`config.mk`:
```
export PLATFORM = sky130hd
export DESIGN_NAME = adder_entry_ctrl
export DESIGN_NICKNAME = d
export VERILOG_FILES = /design/src/rtl/adder_entry_ctrl.sv
export SDC_FILE = /design/constraint.sdc
export NUM_CORES = 1
export LEC_CHECK = 0
export ABC_AREA = 1
export BUFFER_PORTS_ARGS = -buffer_cell sky130_fd_sc_hd__buf_2
export CAP_MARGIN = 20
export CORE_ASPECT_RATIO = 1.1
export CORE_MARGIN = 2
export CORE_UTILIZATION = 53
export DETAILED_ROUTE_END_ITERATION = 8
export PLACE_DENSITY = 0.76
export SYNTH_ARGS = -nofsm -noshare
export SYNTH_HDL_FRONTEND = slang
export SYNTH_SLANG_ARGS = --single-unit
```
`constraint.sdc`:
```
create_clock -name clk -period 1.5 [get_ports clk]
set_input_delay 0.15 -clock clk [delete_from_list [all_inputs] [get_ports clk]]
set_output_delay 0.15 -clock clk [all_outputs]
set_load 0.05 [all_outputs]
```
`src/rtl/adder_entry_ctrl.sv`:
```
// -----------------------------------------------------------------------------
// adder_entry_ctrl
//
// Keypad-entry sequencer for the two-operand shift/add datapath. Debounced key
// presses are turned into the sequence "A digit, '+', B digit, '='". Digits are
// pushed into the datapath with a one-cycle shift strobe. On '=' the 5-bit
// datapath sum is latched as two BCD digits and shown for HOLD_CYCLES cycles.
// Clear pushes two zeros through the datapath. Illegal keys raise a one-cycle
// key_err pulse.
//
// Ports:
//   clk          in   system clock, all state updates on the rising edge
//   rst          in   synchronous active-high reset
//   key_press    in   debounced key-down level
//   key_code[3:0]in   code of the pressed key, valid while key_press=1
//   sum_in[4:0]  in   sum output from the datapath
//   shift_valid  out  one-cycle shift strobe to the datapath
//   key_out[3:0] out  value presented to the datapath key input
//   result_valid out  high while the result is shown
//   sum_tens[3:0]out  BCD tens of the latched sum
//   sum_ones[3:0]out  BCD ones of the latched sum
//   key_err      out  one-cycle pulse on an illegal key
//   state_o[2:0] out  current state encoding for debug LEDs
// -----------------------------------------------------------------------------
module adder_entry_ctrl #(
  parameter int unsigned HOLD_CYCLES = 100000000,
  parameter logic [3:0]  KEY_ADD     = 4'hA,
  parameter logic [3:0]  KEY_EQ      = 4'hE,
  parameter logic [3:0]  KEY_CLR     = 4'hF
) (
  input  logic       clk,
  input  logic       rst,
  input  logic       key_press,
  input  logic [3:0] key_code,
  input  logic [4:0] sum_in,
  output logic       shift_valid,
  output logic [3:0] key_out,
  output logic       result_valid,
  output logic [3:0] sum_tens,
  output logic [3:0] sum_ones,
  output logic       key_err,
  output logic [2:0] state_o
);

  localparam int unsigned CW = (HOLD_CYCLES > 32'd1) ? $clog2(HOLD_CYCLES) : 1;
  localparam logic [CW-1:0] HOLD_LAST = CW'(HOLD_CYCLES - 32'd1);

  typedef enum logic [2:0] {
    S_CLR1    = 3'd0,
    S_CLR2    = 3'd1,
    S_WAIT_A  = 3'd2,
    S_WAIT_OP = 3'd3,
    S_WAIT_B  = 3'd4,
    S_WAIT_EQ = 3'd5,
    S_SHOW    = 3'd6
  } state_t;

  // Splits a datapath sum (0..30) into BCD tens/ones, packed {tens, ones}.
  function automatic logic [7:0] to_bcd(input logic [4:0] v);
    logic [4:0] r;
    if (v >= 5'd20) begin
      r = v - 5'd20;
      to_bcd = {4'd2, r[3:0]};
    end else if (v >= 5'd10) begin
      r = v - 5'd10;
      to_bcd = {4'd1, r[3:0]};
    end else begin
      r = v;
      to_bcd = {4'd0, r[3:0]};
    end
  endfunction

  state_t        state_q, state_d;
  logic          kp_q, kp_d;
  logic [CW-1:0] hold_cnt_q, hold_cnt_d;
  logic          shift_valid_q, shift_valid_d;
  logic [3:0]    key_out_q, key_out_d;
  logic          key_err_q, key_err_d;
  logic          result_valid_q, result_valid_d;
  logic [3:0]    sum_tens_q, sum_tens_d;
  logic [3:0]    sum_ones_q, sum_ones_d;

  logic          edge_s;
  logic          is_digit_s;
  logic          is_add_s;
  logic          is_eq_s;
  logic          is_clr_s;
  logic [7:0]    bcd_s;

  assign edge_s     = key_press & ~kp_q;
  assign is_digit_s = (key_code <= 4'd9);
  assign is_add_s   = (key_code == KEY_ADD);
  assign is_eq_s    = (key_code == KEY_EQ);
  assign is_clr_s   = (key_code == KEY_CLR);
  assign bcd_s      = to_bcd(sum_in);

  // Next-state and next-output logic for the entry sequencer.
  always_comb begin
    state_d       = state_q;
    kp_d          = key_press;
    hold_cnt_d    = hold_cnt_q;
    shift_valid_d = 1'b0;
    key_out_d     = key_out_q;
    key_err_d     = 1'b0;
    sum_tens_d    = sum_tens_q;
    sum_ones_d    = sum_ones_q;

    case (state_q)
      // Two zero shifts flush both datapath operands; keys are ignored.
      S_CLR1: begin
        shift_valid_d = 1'b1;
        key_out_d     = 4'd0;
        state_d       = S_CLR2;
      end

      S_CLR2: begin
        shift_valid_d = 1'b1;
        key_out_d     = 4'd0;
        state_d       = S_WAIT_A;
      end

      S_WAIT_A: begin
        if (!edge_s) begin
          state_d = S_WAIT_A;
        end else if (is_digit_s) begin
          shift_valid_d = 1'b1;
          key_out_d     = key_code;
          state_d       = S_WAIT_OP;
        end else if (is_clr_s) begin
          state_d = S_CLR1;
        end else begin
          key_err_d = 1'b1;
        end
      end

      // A further digit replaces A; the previous A moves into the augend
      // slot and is pushed out by the B shift.
      S_WAIT_OP: begin
        if (!edge_s) begin
          state_d = S_WAIT_OP;
        end else if (is_add_s) begin
          state_d = S_WAIT_B;
        end else if (is_digit_s) begin
          shift_valid_d = 1'b1;
          key_out_d     = key_code;
        end else if (is_clr_s) begin
          state_d = S_CLR1;
        end else begin
          key_err_d = 1'b1;
        end
      end

      S_WAIT_B: begin
        if (!edge_s) begin
          state_d = S_WAIT_B;
        end else if (is_digit_s) begin
          shift_valid_d = 1'b1;
          key_out_d     = key_code;
          state_d       = S_WAIT_EQ;
        end else if (is_clr_s) begin
          state_d = S_CLR1;
        end else begin
          key_err_d = 1'b1;
        end
      end

      // Keys are at least two cycles apart, so the B shift has settled in
      // the datapath by the time '=' can be seen here.
      S_WAIT_EQ: begin
        if (!edge_s) begin
          state_d = S_WAIT_EQ;
        end else if (is_eq_s) begin
          sum_tens_d = bcd_s[7:4];
          sum_ones_d = bcd_s[3:0];
          hold_cnt_d = '0;
          state_d    = S_SHOW;
        end else if (is_clr_s) begin
          state_d = S_CLR1;
        end else begin
          key_err_d = 1'b1;
        end
      end

      // A key edge takes priority over the hold timeout in the same cycle.
      S_SHOW: begin
        hold_cnt_d = hold_cnt_q + CW'(1);
        if (edge_s) begin
          if (is_digit_s) begin
            shift_valid_d = 1'b1;
            key_out_d     = key_code;
            state_d       = S_WAIT_OP;
          end else if (is_clr_s) begin
            state_d = S_CLR1;
          end else begin
            key_err_d = 1'b1;
          end
        end else if (hold_cnt_q == HOLD_LAST) begin
          state_d = S_CLR1;
        end else begin
          state_d = S_SHOW;
        end
      end

      default: begin
        state_d = S_CLR1;
      end
    endcase

    // Registered so that result_valid tracks the state register exactly.
    result_valid_d = (state_d == S_SHOW);
  end

  // State and output registers with synchronous reset.
  always_ff @(posedge clk) begin
    if (rst) begin
      state_q        <= S_CLR1;
      kp_q           <= 1'b0;
      hold_cnt_q     <= '0;
      shift_valid_q  <= 1'b0;
      key_out_q      <= 4'd0;
      key_err_q      <= 1'b0;
      result_valid_q <= 1'b0;
      sum_tens_q     <= 4'd0;
      sum_ones_q     <= 4'd0;
    end else begin
      state_q        <= state_d;
      kp_q           <= kp_d;
      hold_cnt_q     <= hold_cnt_d;
      shift_valid_q  <= shift_valid_d;
      key_out_q      <= key_out_d;
      key_err_q      <= key_err_d;
      result_valid_q <= result_valid_d;
      sum_tens_q     <= sum_tens_d;
      sum_ones_q     <= sum_ones_d;
    end
  end

  assign shift_valid  = shift_valid_q;
  assign key_out      = key_out_q;
  assign key_err      = key_err_q;
  assign result_valid = result_valid_q;
  assign sum_tens     = sum_tens_q;
  assign sum_ones     = sum_ones_q;
  assign state_o      = state_q;

endmodule

```
==> key figures, run 1 <==
Clock network
  – Number of sinks handled by clock tree synthesis: 44
  – Number of buffers on the longest clock path: 2
  – Number of H-tree levels: 2
  – Clock latency at the later pin of the worst-skew pair: 0.31 ns
  – TritonCTS clock tree: yes
  – Root buffer cell: clkbuf_8
  – Number of buffers created by CTS: 5
  – Post-CTS clock slew at the launch and capture registers of the worst setup and hold paths: 0.09 ns

Power and ir drop
  – Part of the power in combinational logic: 19.4%
  – Static Leak: 1.473 nW
  – Fraction of power spent switching nets: 31.75%
  – Power per Cell Area: 828.6 mW/mm^2
  – Power Internal: 1.879 mW
  – Switching component of the power: 0.8744 mW
  – Max VDD drop: 0.0007703 V
  – Clock power share: 35.2%
  – Post-route total power: 2.754 mW
  – Sequential group share of total power: 45.5%

Place
  – Post-place instance area: 0.003054 sq mm
  – Post-placement cell count: 552
  – DPL Wire Length: 5333 microns
  – Weighted congestion at the end of routability-driven global placement: 0.9150
  – Number of buffers inserted by port buffering: 27

Setup path
  – Max Fanout on Critical Path: 13
  – CP Data Required Time: 1.69 ns
  – CP endpoint kind: flop
  – WS Path Type: flop to flop
  – Arrival time at the worst endpoint: 1.62 ns
  – Reg2Reg Launch Point: kp_q$_SDFF_PP0_
  – Critical Path Start Type: flop
  – Worst setup path startpoint: kp_q$_SDFF_PP0_
  – Worst R2R Setup Slack: 0.07 ns

GRT
  – Number of global-route vias before repair: 2668
  – Total GRT Usage: 25.61%
  – Overflow after GRT: 0
  – Pin count of the biggest net entering global routing: 16
  – Antenna violations before repair: 0
  – Wire length of the first global-routing pass: 11630 microns

STA
  – Top achievable clock speed: 0.6981 GHz
  – Number of endpoints failing setup at the final stage: 0
  – Hold Violations, Final: 0
  – Post-Route Skew: 0.01059 ns
  – Final critical-path required period: 1.433 ns
  – Share of the clock period used by the worst path: 95.50%
  – RSZ-0062 raised after global routing: true
  – Fin. max-slew vios: 0
  – Total negative slack for setup checks: 0 ns

Route
  – Routed via count: 3022
  – Residual DRC count: 0
  – Routed Antenna Nets: 0
  – Via density: 5.292
  – Final Routed Wirelength: 7224 microns
  – Total iterations of the first detailed-routing run: 5
  – Drt initial violations: 299
  – WL/cell: 12.65 microns

Synthesis
  – Seq cells post-synth: 44
  – Share of synthesized area occupied by flip-flops and latches: 32.41%
  – Library cell occupying the most area in the post-synthesis netlist: dfxtp_1
  – Prevailing post-synth register cell: dfxtp_1
  – Mapped cell area: 0.002718 sq mm
  – Avg Inst Size Synth: 5.960 sq um
  – Count leader, synth: nand2_1
  – Cells after synthesis: 456
  – Post-synthesis cell type count: 32
  – Fraction of synthesized cell area taken by the top area cell type: 32.41%
  – Total number of yosys warnings: 0
  – Dominant cells by area after synthesis: dfxtp_1, nand2_1, nor2_1
  – Async S/R FF share, synth: 0%
  – Commonest cells in the netlist: nand2_1, nor2_1, inv_1
  – Number of enable-type register cells in the synthesized netlist: 0

Final layout
  – Final nets: 528
  – Proportion of layout cells with a drive suffix above 1: 21.05%
  – Post-layout instance count excluding filler cells: 571
  – Final core utilization: 66.92%
  – Number of filler instances in the final layout: 446
  – Antenna cells: 0
  – Finished Cell Area: 0.003323 sq mm
  – Area of the multi-input gates: 0.001629 sq mm
  – Area taken by flip-flops and latches: 900.9 sq um
  – Layout Area Growth over Synthesis: 22.28%

Die
  – Vertical extent of the die: 79.10 microns
  – Total die area: 0.005717 sq mm
  – # IOs: 30
  – Die width: 72.28 microns
  – Core footprint: 0.004966 sq mm
  – Starting density of the core: 54.72%
  – Rows: 27

Run status
  – Run status: completed

Hold path
  – Type of the most critical hold path: input pin to flop
  – Worst hold path startpoint: key_press

Job
  – Max-cap check violation count: 0
[stage by stage]
stage / setup slack [ns] / hold slack (ns)
4_1_cts: 0.005031 / 0.07030
5_1_grt: -0.02917 / 0.07814
2_1_floorplan: -0.008753 / 0.2191
3_5_place_dp: -0.04094 / 0.3940
6_report: 0.06748 / 0.07344
3_3_place_gp: 0.05731 / 0.3888
[state kept, by name (all words and copies together), names as in the netlist]
| name | flops |
|---|---|
| hold_cnt_q | 27 |
| key_err | 1 |
| key_out | 4 |
| kp_q | 1 |
| result_valid | 1 |
| shift_valid | 1 |
| state_o | 3 |
| sum_ones | 4 |
| sum_tens | 2 |
[kinds of logic after synthesis]
group           synth area share [%]
simple gates                   43.60
other cells                   0.1380
fa+ha+maj                      1.842
compound gates                 11.74
flops                          32.41
buf+inv                        10.27
[final cells by class]
cell class	instances	area share, %
well taps	58	2.184
clock buffers	5	2.071
multi-input cells	347	49.02
inverters	57	6.589
repair buffers	57	11.60
flip-flops and latches	44	27.11
clock inverters	3	1.431
[path summary, 6_finish.rpt]
kind	endpoint	cells past startpoint
max	hold_cnt_q[6]$_SDFFE_PP0P_	9
min	kp_q$_SDFF_PP0_	3
max reg2reg	hold_cnt_q[6]$_SDFFE_PP0P_	9
min reg2reg	key_out[0]$_SDFFE_PP0P_	2
[worst max-delay path, stage by stage, from the launching register on]
cell	delay, ns
dfxtp_1	0.31
inv_1	0.05
nand2_2	0.05
inv_1	0.17
nand3_4	0.18
inv_6	0.12
nor2_2	0.05
buf_12	0.15
o21ai_1	0.12
a21oi_1	0.11
[routing by layer]
metal / GRT usage (%) / wire length (microns) / vias to the layer above
li1: - / - / 1548
met1: 29.77 / 3058 / 1365
met2: 46.33 / 3652 / 86
met3: 3.934 / 311 / 23
met4: 10.00 / 200 / 0
met5: 0 / 0 / -
[power groups by stage]
stage	clock [mW]	combinational (mW)	sequential, mW
3_5_place_dp	0	0.525	1.28
3_3_place_gp	0	0.522	1.28
4_1_cts	0.974	0.528	1.25
6_report	0.968	0.534	1.25
2_1_floorplan	0	0.257	1.40
5_1_grt	1.03	0.583	1.26
[what timing repair did]
action / 4_1_cts / 5_1_grt
hold endpoints to repair: 0 / 0
resized for setup: 4 / 27
hold buffers: 0 / 0
setup buffers: 0 / 11
setup endpoints to repair: 5 / 26
pin swaps: 1 / 4
[cell usage in the layout (no fill, tap or decap), types with 3 or more instances in the layout]
cell type	Yosys	layout
nand2_1	141	139
nand3_1	45	44
nor2_4	2	3
o21ai_0	20	15
nand2_2	3	3
clkbuf_8	0	5
nor2_2	2	12
buf_4	3	28
ha_1	4	3
o21ai_1	0	4
nand4_1	4	4
a21oi_1	33	33
buf_2	2	27
dfxtp_1	44	32
nor2_1	75	64
dfxtp_2	0	10
inv_2	1	3
inv_1	55	53
nor3_1	3	3
Power figures use the tool's default switching activity.
==> inputs of run 2 (changes only) <==
Settings changed: CORE_MARGIN 2 to 1.5, GPL_TIMING_DRIVEN set to 0, PLACE_DENSITY 0.76 to not set, PLACE_DENSITY_LB_ADDON set to 0.15.
==> run 2 against run 1 <==
Worst setup slack improved by 0.0029 ns. Global-route usage rose by 0.46 points. Clock power down 2.2%. Sequential share of layout area about the same. Die area is 2.6% lower. Count of clock-buffer cells in the layout stayed put. Hold slack gained 0.011 ns. Combinational power is 2% lower. Critical path type unchanged.
==> key figures, run 2 (synthesized netlist as in run 1, its figures left out) <==
Run status
  – Run status: completed

Power and ir drop
  – Clock power share: 34.8% (-0.4 points)
  – Max VDD drop: 0.0009105 V (+18%)
  – Sequential group share of total power: 46.0% (+0.5 points)
  – Power per Cell Area: 816.8 mW/mm^2 (-1.4%)
  – Switching component of the power: 0.8553 mW (-2.2%)
  – Power Internal: 1.866 mW (-0.68%)
  – Part of the power in combinational logic: 19.2% (-0.2 points)
  – Fraction of power spent switching nets: 31.43% (-0.33 points)
  – Static Leak: 1.433 nW (-2.7%)

Route
  – Residual DRC count: 0 (unchanged)
  – WL/cell: 12.85 microns (+1.5%)
  – Via density: 5.400 (+2.0%)
  – Routed Antenna Nets: 0 (unchanged)
  – Drt initial violations: 286 (-4.3%)
  – Final Routed Wirelength: 7233 microns (+0.12%)
  – Routed via count: 3040 (+0.60%)
  – Total iterations of the first detailed-routing run: 7 (+2)

STA
  – Top achievable clock speed: 0.6995 GHz (+0.20%)
  – Transition time of the tightest slew-check pin: 0.5826 ns
  – Number of endpoints failing setup at the final stage: 0 (unchanged)
  – Share of the clock period used by the worst path: 95.31% (-0.19 points)
  – Tightest slew margin relative to the limit: 61.16%
  – Final critical-path required period: 1.430 ns (-0.002879 ns)
  – RSZ-0062 raised after global routing: true
  – Worst slack on hold paths: 0.08488 ns (+0.01144 ns)
  – Hold Violations, Final: 0 (unchanged)
  – Fin. max-slew vios: 0 (unchanged)
  – PnR worst setup slack: 0.07036 ns (+0.002879 ns)
  – Post-Route Skew: 0.006717 ns (-0.003868 ns)

Clock network
  – Number of buffers created by CTS: 5 (unchanged)
  – Clock latency at the later pin of the worst-skew pair: 0.30 ns (about the same)
  – Post-CTS clock slew at the launch and capture registers of the worst setup and hold paths: 0.09 ns (about the same)
  – Number of sinks handled by clock tree synthesis: 44 (unchanged)
  – Post-CTS Hold Buffers: 0 (unchanged)
  – Number of H-tree levels: 2 (unchanged)
  – Root buffer cell: clkbuf_8
  – Number of buffers on the longest clock path: 2 (unchanged)
  – TritonCTS clock tree: yes

GRT
  – Total GRT Usage: 26.07% (+0.46 points)
  – Wire length of the first global-routing pass: 11700 microns (+0.53%)
  – Number of global-route vias before repair: 2721 (+2.0%)
  – Overflow after GRT: 0 (unchanged)
  – Pin count of the biggest net entering global routing: 16 (unchanged)
  – Antenna violations before repair: 0 (unchanged)

Place
  – Number of buffers inserted by port buffering: 27 (unchanged)
  – Post-place instance area: 0.002953 sq mm (-3.3%)
  – Weighted congestion at the end of routability-driven global placement: 0.9321 (+1.9%)
  – DPL Wire Length: 5220 microns (-2.1%)
  – DP Worst Slack: -0.2980 ns (-0.2571 ns)
  – Post-placement cell count: 542 (-1.8%)

Setup path
  – Arrival time at the worst endpoint: 1.63 ns (about the same)
  – Max Fanout on Critical Path: 7 (-6)
  – WS Path Type: flop to flop
  – CP Data Required Time: 1.70 ns (about the same)
  – Critical Path Start Type: flop
  – CP endpoint kind: flop

Final layout
  – Finished Cell Area: 0.003332 sq mm (+0.26%)
  – Post-layout instance count excluding filler cells: 563 (-1.4%)
  – Most common cell after layout, fill and taps aside: nand2_1
  – Max reg flops: 27 (unchanged)
  – Final nets: 520 (-1.5%)
  – Reg with most FFs: hold_cnt_q
  – Antenna cells: 0 (unchanged)
  – Proportion of layout cells with a drive suffix above 1: 21.19% (+0.14 points)
  – Layout Area Growth over Synthesis: 22.61%
  – Final core utilization: 67.10% (+0.18 points)
  – Most frequent cells in the layout: nand2_1, nor2_1, inv_1, nand3_1, dfxtp_1

Die
  – # IOs: 30 (unchanged)
  – Starting density of the core: 54.72% (unchanged)
  – Total die area: 0.005567 sq mm (-2.6%)
  – Die width: 71.28 microns (-1.4%)
  – Core footprint: 0.004966 sq mm (unchanged)
  – Vertical extent of the die: 78.10 microns (-1.3%)
  – Rows: 27 (unchanged)

Job
  – Max-cap check violation count: 0 (unchanged)

Hold path
  – Type of the most critical hold path: input pin to flop
run 2: timing repair:
action	CTS	global route
buffers inserted	3	11
pin swaps	4	7
setup endpoints to repair	30	34
gates resized for setup	13	45
run 2: metrics by stage:
stage	power, mW	setup TNS [ns]
after CTS	2.706	0
final	2.722	0
after detailed placement	1.771	-3.278
after floorplan	1.654	-0.008753
after global routing	2.855	-0.1302
after global placement	1.762	-2.453
run 2: cell type report:
cell class | count | area [sq um]
multi-input cells | 347 | 1710
fillers | 477 | 1634
flip-flops and latches | 44 | 902.1
repair buffers | 41 | 244.0
inverters | 57 | 219.0
well taps | 58 | 72.57
clock buffers | 5 | 68.82
plain buffers | 8 | 67.56
clock inverters | 3 | 47.55
run 2: worst max-delay path, stage by stage (launching register included):
cell     delay, ns
dfxtp_4       0.40
nand2_4       0.06
nor2_4        0.14
nand3_4       0.15
nand2_8       0.14
buf_8         0.13
nand3_1       0.09
o21ai_1       0.15
nor2_1        0.05
run 2: final timing paths:
| path | start | endpoint | slack (ns) | depth (start not counted) |
|---|---|---|---|---|
| max reg2reg | state_o[2]$_SDFF_PP0_ | hold_cnt_q[18]$_SDFFE_PP0P_ | 0.07 | 8 |
| max | state_o[2]$_SDFF_PP0_ | hold_cnt_q[18]$_SDFFE_PP0P_ | 0.07 | 8 |
| min reg2reg | key_out[3]$_SDFFE_PP0P_ | key_out[3]$_SDFFE_PP0P_ | 0.47 | 2 |
| min | key_press | kp_q$_SDFF_PP0_ | 0.08 | 3 |
run 2: power by group through the flow:
stage	combinational, mW	clock (mW)	sequential [mW]
after floorplan	0.257	0	1.40
after global placement	0.489	0	1.27
after detailed placement	0.495	0	1.28
after CTS	0.504	0.956	1.25
after global routing	0.576	1.02	1.26
final	0.524	0.947	1.25
run 2: layer usage:
layer	vias up	global-route usage (%)	part of all wire, %
li1	1540	-	-
met2	105	44.81	50
met1	1376	30.49	43
met5	-	0	0
met4	0	12.45	2.1
met3	19	5.520	4.7
